`config.mk`:
```
export PLATFORM = sky130hd
export DESIGN_NAME = data_memory_arbiter
export DESIGN_NICKNAME = d
export VERILOG_FILES = /design/src/rtl/data_memory_arbiter_pkg.sv /design/src/rtl/data_memory_arbiter_rr_arbiter2.sv /design/src/rtl/data_memory_arbiter.sv
export SDC_FILE = /design/constraint.sdc
export NUM_CORES = 1
export LEC_CHECK = 0
export ABC_AREA = 1
export BUFFER_PORTS_ARGS = -buffer_cell sky130_fd_sc_hd__buf_4
export CORE_MARGIN = 2
export CORE_UTILIZATION = 41
export CTS_CLUSTER_DIAMETER = 120
export DETAILED_ROUTE_END_ITERATION = 10
export MAX_ROUTING_LAYER = met4
export PLACE_DENSITY_LB_ADDON = 0.08
export SLEW_MARGIN = 20
export SYNTH_ARGS = -nofsm -noshare
export SYNTH_HDL_FRONTEND = slang
export SYNTH_SLANG_ARGS = --single-unit
```
`constraint.sdc`:
```
create_clock -name clock -period 8.6 [get_ports clock]
set_input_delay 0.43 -clock clock [delete_from_list [all_inputs] [get_ports clock]]
set_output_delay 0.43 -clock clock [all_outputs]
set_load 0.01 [all_outputs]
```
`src/rtl/data_memory_arbiter_pkg.sv`:
```
// Shared types and defaults for the two-port data memory arbiter.
package data_memory_arbiter_pkg;

  localparam int unsigned AddrWidthDefault = 7;
  localparam int unsigned DataWidthDefault = 32;

  typedef enum logic [1:0] {
    StIdle  = 2'd0,
    StIssue = 2'd1,
    StWait  = 2'd2,
    StDone  = 2'd3
  } arb_state_e;

endpackage

```
`src/rtl/data_memory_arbiter_rr_arbiter2.sv`:
```
// Combinational two-way winner select; the round-robin pointer lives in the parent.
module data_memory_arbiter_rr_arbiter2 #(
  parameter bit FixedPriority = 1'b0
) (
  input  logic req0_i,
  input  logic req1_i,
  input  logic ptr_i,
  output logic valid_o,
  output logic winner_o
);

  always_comb begin
    valid_o = req0_i | req1_i;
    if (req0_i && req1_i) begin
      // On a tie the port named by the pointer was served last and yields.
      winner_o = FixedPriority ? 1'b0 : ~ptr_i;
    end else begin
      winner_o = req1_i;
    end
  end

endmodule

```
`src/rtl/data_memory_arbiter.sv`:
```
// Shares one single-port synchronous data memory between two req/ack requesters,
// sequencing the memory's registered read and holding per-port read data.
module data_memory_arbiter
  import data_memory_arbiter_pkg::*;
#(
  parameter int unsigned ADDR_WIDTH     = AddrWidthDefault,
  parameter int unsigned DATA_WIDTH     = DataWidthDefault,
  parameter bit          FIXED_PRIORITY = 1'b0
) (
  input  logic                  clock,
  input  logic                  reset,
  input  logic                  req0,
  input  logic                  req1,
  input  logic                  we0,
  input  logic                  we1,
  input  logic [ADDR_WIDTH-1:0] addr0,
  input  logic [ADDR_WIDTH-1:0] addr1,
  input  logic [DATA_WIDTH-1:0] wdata0,
  input  logic [DATA_WIDTH-1:0] wdata1,
  output logic                  ack0,
  output logic                  ack1,
  output logic [DATA_WIDTH-1:0] rdata0,
  output logic [DATA_WIDTH-1:0] rdata1,
  output logic                  busy,
  output logic [ADDR_WIDTH-1:0] mem_address,
  output logic [DATA_WIDTH-1:0] mem_data,
  output logic                  mem_wren,
  input  logic [DATA_WIDTH-1:0] mem_q
);

  arb_state_e            state_q, state_d;
  logic                  owner_q, owner_d;
  logic                  we_q, we_d;
  logic [ADDR_WIDTH-1:0] addr_q, addr_d;
  logic [DATA_WIDTH-1:0] wdata_q, wdata_d;
  logic                  ptr_q, ptr_d;
  logic [DATA_WIDTH-1:0] rdata0_q, rdata0_d;
  logic [DATA_WIDTH-1:0] rdata1_q, rdata1_d;

  logic grant_valid;
  logic grant_winner;

  data_memory_arbiter_rr_arbiter2 #(
    .FixedPriority (FIXED_PRIORITY)
  ) u_arb (
    .req0_i   (req0),
    .req1_i   (req1),
    .ptr_i    (ptr_q),
    .valid_o  (grant_valid),
    .winner_o (grant_winner)
  );

  always_comb begin
    state_d  = state_q;
    owner_d  = owner_q;
    we_d     = we_q;
    addr_d   = addr_q;
    wdata_d  = wdata_q;
    ptr_d    = ptr_q;
    rdata0_d = rdata0_q;
    rdata1_d = rdata1_q;
    unique case (state_q)
      StIdle: begin
        if (grant_valid) begin
          state_d = StIssue;
          owner_d = grant_winner;
          ptr_d   = grant_winner;
          we_d    = grant_winner ? we1 : we0;
          addr_d  = grant_winner ? addr1 : addr0;
          wdata_d = grant_winner ? wdata1 : wdata0;
        end
      end
      StIssue: state_d = StWait;
      StWait: begin
        state_d = StDone;
        // mem_q reflects the address presented during ISSUE.
        if (!we_q) begin
          if (owner_q) begin
            rdata1_d = mem_q;
          end else begin
            rdata0_d = mem_q;
          end
        end
      end
      StDone: state_d = StIdle;
      default: state_d = StIdle;
    endcase
  end

  always_ff @(posedge clock or posedge reset) begin
    if (reset) begin
      state_q  <= StIdle;
      owner_q  <= 1'b0;
      we_q     <= 1'b0;
      addr_q   <= '0;
      wdata_q  <= '0;
      ptr_q    <= 1'b1;
      rdata0_q <= '0;
      rdata1_q <= '0;
    end else begin
      state_q  <= state_d;
      owner_q  <= owner_d;
      we_q     <= we_d;
      addr_q   <= addr_d;
      wdata_q  <= wdata_d;
      ptr_q    <= ptr_d;
      rdata0_q <= rdata0_d;
      rdata1_q <= rdata1_d;
    end
  end

  // Outputs decode straight from registers, so reset drops them immediately.
  assign ack0        = (state_q == StDone) && !owner_q;
  assign ack1        = (state_q == StDone) && owner_q;
  assign busy        = (state_q != StIdle);
  assign mem_wren    = (state_q == StIssue) && we_q;
  assign mem_address = addr_q;
  assign mem_data    = wdata_q;
  assign rdata0      = rdata0_q;
  assign rdata1      = rdata1_q;

endmodule

```
==> impl_summary.log, run 1 <==
[metrics] Clock H-tree levels: 3
[metrics] reg-to-reg setup timing slack: between 6 and 7 ns
[metrics] total vias in the final route: roughly 4500
[metrics] First DRT Iteration DRCs: roughly 240
[metrics] GR Overflow Total: 0
[metrics] global routing met3 resource utilization: under 10%
[metrics] post-synthesis register bit count: around 110
[metrics] Die Height: 115 um
[metrics] remaining antenna violation count: 0
[metrics] Post-route DRC: 0
[metrics] fin. max-slew vios: 0
[metrics] met1 track utilization from global routing: between 20% and 30%
[metrics] Yosys warning count: 0
[metrics] combined global-route utilization of all metal layers: 20.5%
[metrics] count of TritonRoute iterations in the first routing pass: 4
[metrics] Reg clk slew, reported paths: ~0.07 ns
[metrics] total of endpoints with negative setup slack in the final report: 0
[metrics] global-route track usage on met2: 31.6%
[metrics] number of antenna violations at the first check in global routing: 0
[metrics] path type of the worst min-delay path: input pin to async pin
[metrics] total die area: ~13000 um^2
[metrics] leak pwr: between 4 and 5 nW
[metrics] Max Cap Viol: 0
[metrics] Avg WL per Cell: 13.3 um
[metrics] fraction of the core area covered by cells at the end of the flow: 58.4%
[metrics] most common library cell in the layout ignoring fill and taps: sky130_fd_sc_hd__buf_4
[metrics] outcome: finished, final reports clean
[metrics] cell types occupying the most area after synthesis: sky130_fd_sc_hd__dfrtp_1 53%, sky130_fd_sc_hd__nand2_1 14%, sky130_fd_sc_hd__inv_1 9.0%
[metrics] Peak supply drop: between 100 and 150 uV
[metrics] Max-Slew Margin vs Limit: 37.8%
[metrics] origin of the worst setup path: state_q[0]
[metrics] layer carrying the most global-route usage: met2
[metrics] first-pass GRT wire length: 20700 um
[metrics] slowest cell delay on critical path: 0.74 ns
[metrics] startpoint of the worst register-to-register path: state_q[0]
[metrics] vias in the first global route: around 4200
[metrics] worst endpoint required time: approximately 8.8 ns
[metrics] fin crit share: approximately 29%
[metrics] count of hold buffers inserted by post-cts repair: 0
[metrics] net count reported at finish: 937
[metrics] capture instance of the worst register-to-register path: mem_data[12]
[metrics] average cell area after synthesis: ~8.2 um^2
[metrics] power density over cell area: roughly 350 nW/um^2
[metrics] cell area after synthesis: approximately 5000 um^2
[metrics] Max Clock Freq: between 400 and 500 MHz
[metrics] kind of launch point of the worst setup path: flip-flop
[metrics] Post-Route Hold Slack: between 0.2 and 0.25 ns
[metrics] core outline area: approximately 12000 um^2
[metrics] worst-case clock skew: ~0.0066 ns
[metrics] Worst Max-Slew Pin Slew: slightly above 0.9 ns
[metrics] Post-CTS Resized: 0
[metrics] cell type contributing the most total cell area after synthesis: sky130_fd_sc_hd__dfrtp_1
[metrics] number of cells produced by synthesis: a little over 600
[metrics] worst-path maximum fanout: 42
[metrics] count of buffers added by post-CTS timing repair for setup: 0
[metrics] gp weighted congestion: 0.795
[metrics] maximum count of clock buffers along a single path: 2
[metrics] Yosys top cell area share: approximately 53%
[metrics] Sum Neg Setup Slack: 0 ns
[metrics] cell depth of the worst flop-to-flop path: 7
[metrics] critical-path cell with the highest stage delay: sky130_fd_sc_hd__nor2_4
[metrics] hold violation count in the final report: 0
[metrics] type of element capturing the critical path: flip-flop
[metrics] TritonCTS clock tree: yes
[metrics] classification of the worst setup path: flip-flop to flip-flop
[metrics] starting density of the core: a little over two fifths
[metrics] synthesis-to-layout area growth: 39.6%
[metrics] clock net sink count: 108
[metrics] most frequent cells in the layout: 225 x sky130_fd_sc_hd__buf_4, 191 x sky130_fd_sc_hd__nand2_1, 119 x sky130_fd_sc_hd__inv_1, 107 x sky130_fd_sc_hd__dfrtp_1, 81 x sky130_fd_sc_hd__nand3_1
[metrics] site row count: 40
[metrics] part of the Yosys area used for sequential elements: roughly 54%
[metrics] Routed WL: 12800 um
[metrics] arrival time at the worst endpoint: about 2.7 ns
[metrics] number of library cell types mapped by synthesis: 17
[metrics] fraction of final layout cells sized beyond drive strength 1: around 33%
[metrics] Largest delay share family, worst path: simple AND/OR/NAND/NOR gates
[metrics] pin count of the biggest net entering global routing: between 60 and 70
[metrics] crit-path cells: inv_1, ha_1, inv_1, nor2_4, inv_2, nand2_1, nand2_1
[metrics] nets in the synthesized netlist: 734
[metrics] dpl hpwl: approximately 9200 um
[metrics] antenna cell count: 0
[metrics] total clock buffers created by CTS: 9
[metrics] setup repair after global routing missed its margin: false
[metrics] post-detailed-route via-to-cell ratio: ~4.6
[metrics] count of pins on the block boundary: approximately 220
[metrics] cell chosen for the clock root: sky130_fd_sc_hd__clkbuf_16
[metrics] width of the chip: approximately 110 um
[metrics] clock latency reported for the late side of the worst-skew pair: approximately 0.34 ns
[metrics] min Tclk post-route: roughly 2.5 ns
[metrics] Port-buffer cells: roughly 220
[metrics] count of buffering cells on the critical path with inverters included: 3
-- routing by layer --
layer	part of all wire (%)	up-vias	routed length (um)
li1	-	2261	-
met5	0	-	0
met3	7.0	9	902
met4	1.2	0	148
met2	47	168	6000
met1	45	2012	5800
-- worst max-delay path by stage --
stage                     endpoint  slack, ns  depth (start not counted)
global placement              we_q       6.11                          6
finish                mem_data[12]       6.13                          7
CTS                   mem_data[28]       6.11                          7
floorplan           mem_address[0]       5.33                          1
global route          mem_data[12]       5.80                          7
detailed placement  mem_address[4]       6.04                          6
-- cell usage after synthesis --
library cell               instances
sky130_fd_sc_hd__inv_2             1
sky130_fd_sc_hd__nand2_1         191
sky130_fd_sc_hd__buf_6             5
sky130_fd_sc_hd__clkbuf_1          9
sky130_fd_sc_hd__nor2_4            2
sky130_fd_sc_hd__dfstp_2           1
sky130_fd_sc_hd__inv_1           120
sky130_fd_sc_hd__dfrtp_1         107
sky130_fd_sc_hd__o21ai_1          10
sky130_fd_sc_hd__ha_1              4
sky130_fd_sc_hd__buf_2            13
sky130_fd_sc_hd__o21ai_2          22
sky130_fd_sc_hd__nor2_1            3
sky130_fd_sc_hd__buf_4             6
sky130_fd_sc_hd__o21ai_0          36
sky130_fd_sc_hd__nand3_1          81
sky130_fd_sc_hd__nand2_2           3
-- state kept, by name, summed over array words and instances (netlist names) --
name / flops
we_q: 1
rdata1: 32
state_q: 2
mem_address: 7
ptr_q: 1
rdata0: 32
owner_q: 1
mem_data: 32
-- power by group --
part           switching, mW  total [mW]  internal, mW
clock network          0.184       0.411         0.227
registers              0.151       0.920         0.769
logic                  0.587        1.10         0.514
total                  0.922        2.43          1.51
-- layout make-up --
type,count,area (um^2)
Clock buffer,9,225
Clock inverter,7,76.3
Fill cell,1100,4970
Inverter,121,457
Multi-Input combinational cell,352,1650
Sequential cell,108,2700
Tap cell,147,184
Timing Repair Buffer,225,1690
-- kinds of logic (layout without fill, tap and decap cells) --
kind of cell    Yosys count  count (layout)  synth area share (%)
fa+ha+maj                 4               4                  1.00
buf+inv                 154             362                  13.1
flops                   108             108                  54.0
compound gates           68              68                  8.45
simple gates            280             280                  23.5
-- per-stage QoR --
stage	setup WS, ns	power, mW	instances	cell area, um^2
2_1_floorplan	5.33	1.50	614	5010
3_3_place_gp	6.11	2.00	953	6680
3_5_place_dp	6.04	2.04	953	6680
4_1_cts	6.11	2.46	969	6980
5_1_grt	5.80	2.63	969	6990
6_report	6.13	2.43	969	6990
Note: power is estimated with default switching activity, not from simulation.
==> inputs of run 2 (changes only) <==
clock period = 2.1 ns   (was 8.6 ns; I/O delays follow)
==> run 2 against run 1 <==
Compared with the run above:
- global-route usage down 0.42 points
- first-iteration DRC count up 32%
- largest power group unchanged
- setup slack worse by 5.7 ns
- routed wire length down 2.7%
- non-clock buffer count up 6
- clock power rose to 4.0 times the previous value
==> impl_summary.log, run 2 (synthesized netlist as in run 1, its figures left out) <==
[metrics] path type of the worst min-delay path: input pin to flip-flop
[metrics] post-detailed-route via-to-cell ratio: between 4 and 5
[metrics] TritonCTS clock tree: yes
[metrics] pin count of the biggest net entering global routing: a little over 90
[metrics] vias in the first global route: between 4000 and 5000
[metrics] site row count: 40
[metrics] core outline area: about 12000 um^2
[metrics] min Tclk post-route: approximately 1.7 ns
[metrics] gp weighted congestion: ~0.76
[metrics] worst endpoint required time: around 2.4 ns
[metrics] total clock buffers created by CTS: 9
[metrics] count of pins on the block boundary: between 200 and 250
[metrics] Peak supply drop: ~680 uV
[metrics] arrival time at the worst endpoint: around 2.0 ns
[metrics] classification of the worst setup path: flip-flop to flip-flop
[metrics] count of buffers added by post-CTS timing repair for setup: 0
[metrics] fin crit share: 80.8%
[metrics] total die area: about 13000 um^2
[metrics] count of TritonRoute iterations in the first routing pass: 5
[metrics] total vias in the final route: about 4500
[metrics] Max Clock Freq: about 590 MHz
[metrics] type of element capturing the critical path: flip-flop
[metrics] clock latency reported for the late side of the worst-skew pair: approximately 0.34 ns
[metrics] origin of the worst setup path: state_q[0]
[metrics] cell depth of the worst flop-to-flop path: 7
[metrics] crit-path cells: inv_1, ha_1, inv_1, nor2_4, inv_2, nand2_1, nand2_1
[metrics] fin. max-slew vios: 0
[metrics] slowest cell delay on critical path: 0.50 ns
[metrics] maximum count of clock buffers along a single path: 2
[metrics] GR Overflow Total: 0
[metrics] outcome: finished, final reports clean
[metrics] post-layout power: roughly 10 mW
[metrics] Finished Cell Area: about 7100 um^2
[metrics] width of the chip: about 110 um
[metrics] Routed WL: 12500 um
[metrics] synthesis-to-layout area growth: 41.0%
[metrics] first-pass GRT wire length: just over 20000 um
[metrics] dpl hpwl: 9000 um
[metrics] Max-Slew Margin vs Limit: a little over half
[metrics] fraction of final layout cells sized beyond drive strength 1: roughly a third
[metrics] CP endpoint: mem_data[13]
[metrics] remaining antenna violation count: 0
[metrics] power density over cell area: 1410 nW/um^2
[metrics] reg-to-reg setup timing slack: ~0.40 ns
[metrics] starting density of the core: 41.9%
[metrics] Worst Max-Slew Pin Slew: slightly below 0.7 ns
[metrics] net count reported at finish: ~940
[metrics] clock net sink count: around 110
[metrics] critical-path cell with the highest stage delay: sky130_fd_sc_hd__inv_2
[metrics] cell chosen for the clock root: sky130_fd_sc_hd__clkbuf_16
[metrics] antenna cell count: 0
[metrics] Clock H-tree levels: 3
[metrics] Port-buffer cells: around 220
[metrics] Max Cap Viol: 0
[metrics] number of antenna violations at the first check in global routing: 0
[metrics] Avg WL per Cell: approximately 13 um
[metrics] worst-path maximum fanout: 41
[metrics] Die Height: roughly 110 um
[metrics] most common library cell in the layout ignoring fill and taps: sky130_fd_sc_hd__buf_4
[metrics] most frequent cells in the layout: 227 x sky130_fd_sc_hd__buf_4, 191 x sky130_fd_sc_hd__nand2_1, 119 x sky130_fd_sc_hd__inv_1, 107 x sky130_fd_sc_hd__dfrtp_1, 81 x sky130_fd_sc_hd__nand3_1
[metrics] Sum Neg Setup Slack: 0 ns
[metrics] setup repair after global routing missed its margin: false
[metrics] placed inst area: 6760 um^2
[metrics] Post-route DRC: 0
[metrics] hold violation count in the final report: 0
[metrics] Post-CTS Resized: 0
[metrics] total of endpoints with negative setup slack in the final report: 0
[metrics] capture instance of the worst register-to-register path: mem_data[13]
[metrics] Reg clk slew, reported paths: roughly 0.070 ns
[metrics] First DRT Iteration DRCs: between 300 and 400
[metrics] combined global-route utilization of all metal layers: around a fifth
[metrics] kind of launch point of the worst setup path: flip-flop
[metrics] leak pwr: about 4.1 nW
[metrics] number of filler instances in the final layout: between 1000 and 1500
[metrics] startpoint of the worst register-to-register path: state_q[0]
[metrics] worst-case clock skew: between 0.005 and 0.006 ns
[run 2: cell types whose count changed in the layout (fill, tap and decap cells not counted), sizes merged]
| cell | previous run | this run |
|---|---|---|
| dlygate4sd3 | 0 | 1 |
| clkbuf | 9 | 10 |
| inv | 122 | 121 |
| buf | 225 | 230 |
| clkinv | 3 | 2 |
| clkinvlp | 2 | 3 |
[run 2: timing repair]
action	CTS	global route
setup endpoints to repair	0	0
hold buffers	1	0
endpoints found under the hold margin	16	0
[run 2: power breakdown]
group | internal, mW | total, mW | leakage (nW) | switching, mW
registers | 3.15 | 3.76 | 1.31 | 0.615
logic | 2.16 | 4.55 | 2.66 | 2.39
clock network | 0.925 | 1.65 | 0.139 | 0.728
total | 6.24 | 9.97 | 4.12 | 3.73
[run 2: per-stage QoR]
step           worst slack [ns]  utilization (%)  hold slack (ns)  std cells
6_report                  0.404             59.0           0.0230        975
5_1_grt                   0.215             59.0           0.0296        975
4_1_cts                   0.383             59.0           0.0103        975
3_5_place_dp              0.410             56.5            0.119        958
3_3_place_gp              0.498             56.5            0.119        958
2_1_floorplan             0.694                -            0.251        614
[run 2: layout make-up]
| type | instances | area [um^2] | share of cell area (%) |
|---|---|---|---|
| flip-flops and latches | 108 | 2700 | 38.3 |
| repair buffers | 231 | 1770 | 25.1 |
| multi-input cells | 352 | 1650 | 23.3 |
| inverters | 121 | 458 | 6.49 |
| clock buffers | 10 | 229 | 3.24 |
| well taps | 147 | 184 | 2.60 |
| clock inverters | 6 | 63.8 | 0.904 |
[run 2: per-layer routing]
metal	GRT usage [%]	part of all wire [%]	wire, um	up-vias
met4	7.07	2.0	249	0
met3	3.65	7.9	984	17
met2	32.5	47	5940	173
li1	-	-	-	2273
met5	-	0	0	-
met1	25.4	43	5330	2021
[run 2: critical path: cells and delay by family (launching register included)]
family,cells,cell delay (ns)
adder cells (fa/ha/maj),1,0.24
buffers and inverters,3,0.71
flip-flops,1,0.38
AND/OR/NAND/NOR,3,0.29
[run 2: how the worst min path moves through the flow]
| stage | from | endpoint | slack [ns] | cells past startpoint |
|---|---|---|---|---|
| 3_5_place_dp | reset | mem_data[20] | 0.12 | 2 |
| 6_report | mem_q[22] | rdata1[22] | 0.02 | 3 |
| 4_1_cts | mem_q[22] | rdata1[22] | 0.01 | 3 |
| 2_1_floorplan | mem_q[0] | rdata1[0] | 0.25 | 2 |
| 3_3_place_gp | reset | mem_data[20] | 0.12 | 2 |
| 5_1_grt | mem_q[21] | rdata1[21] | 0.03 | 3 |
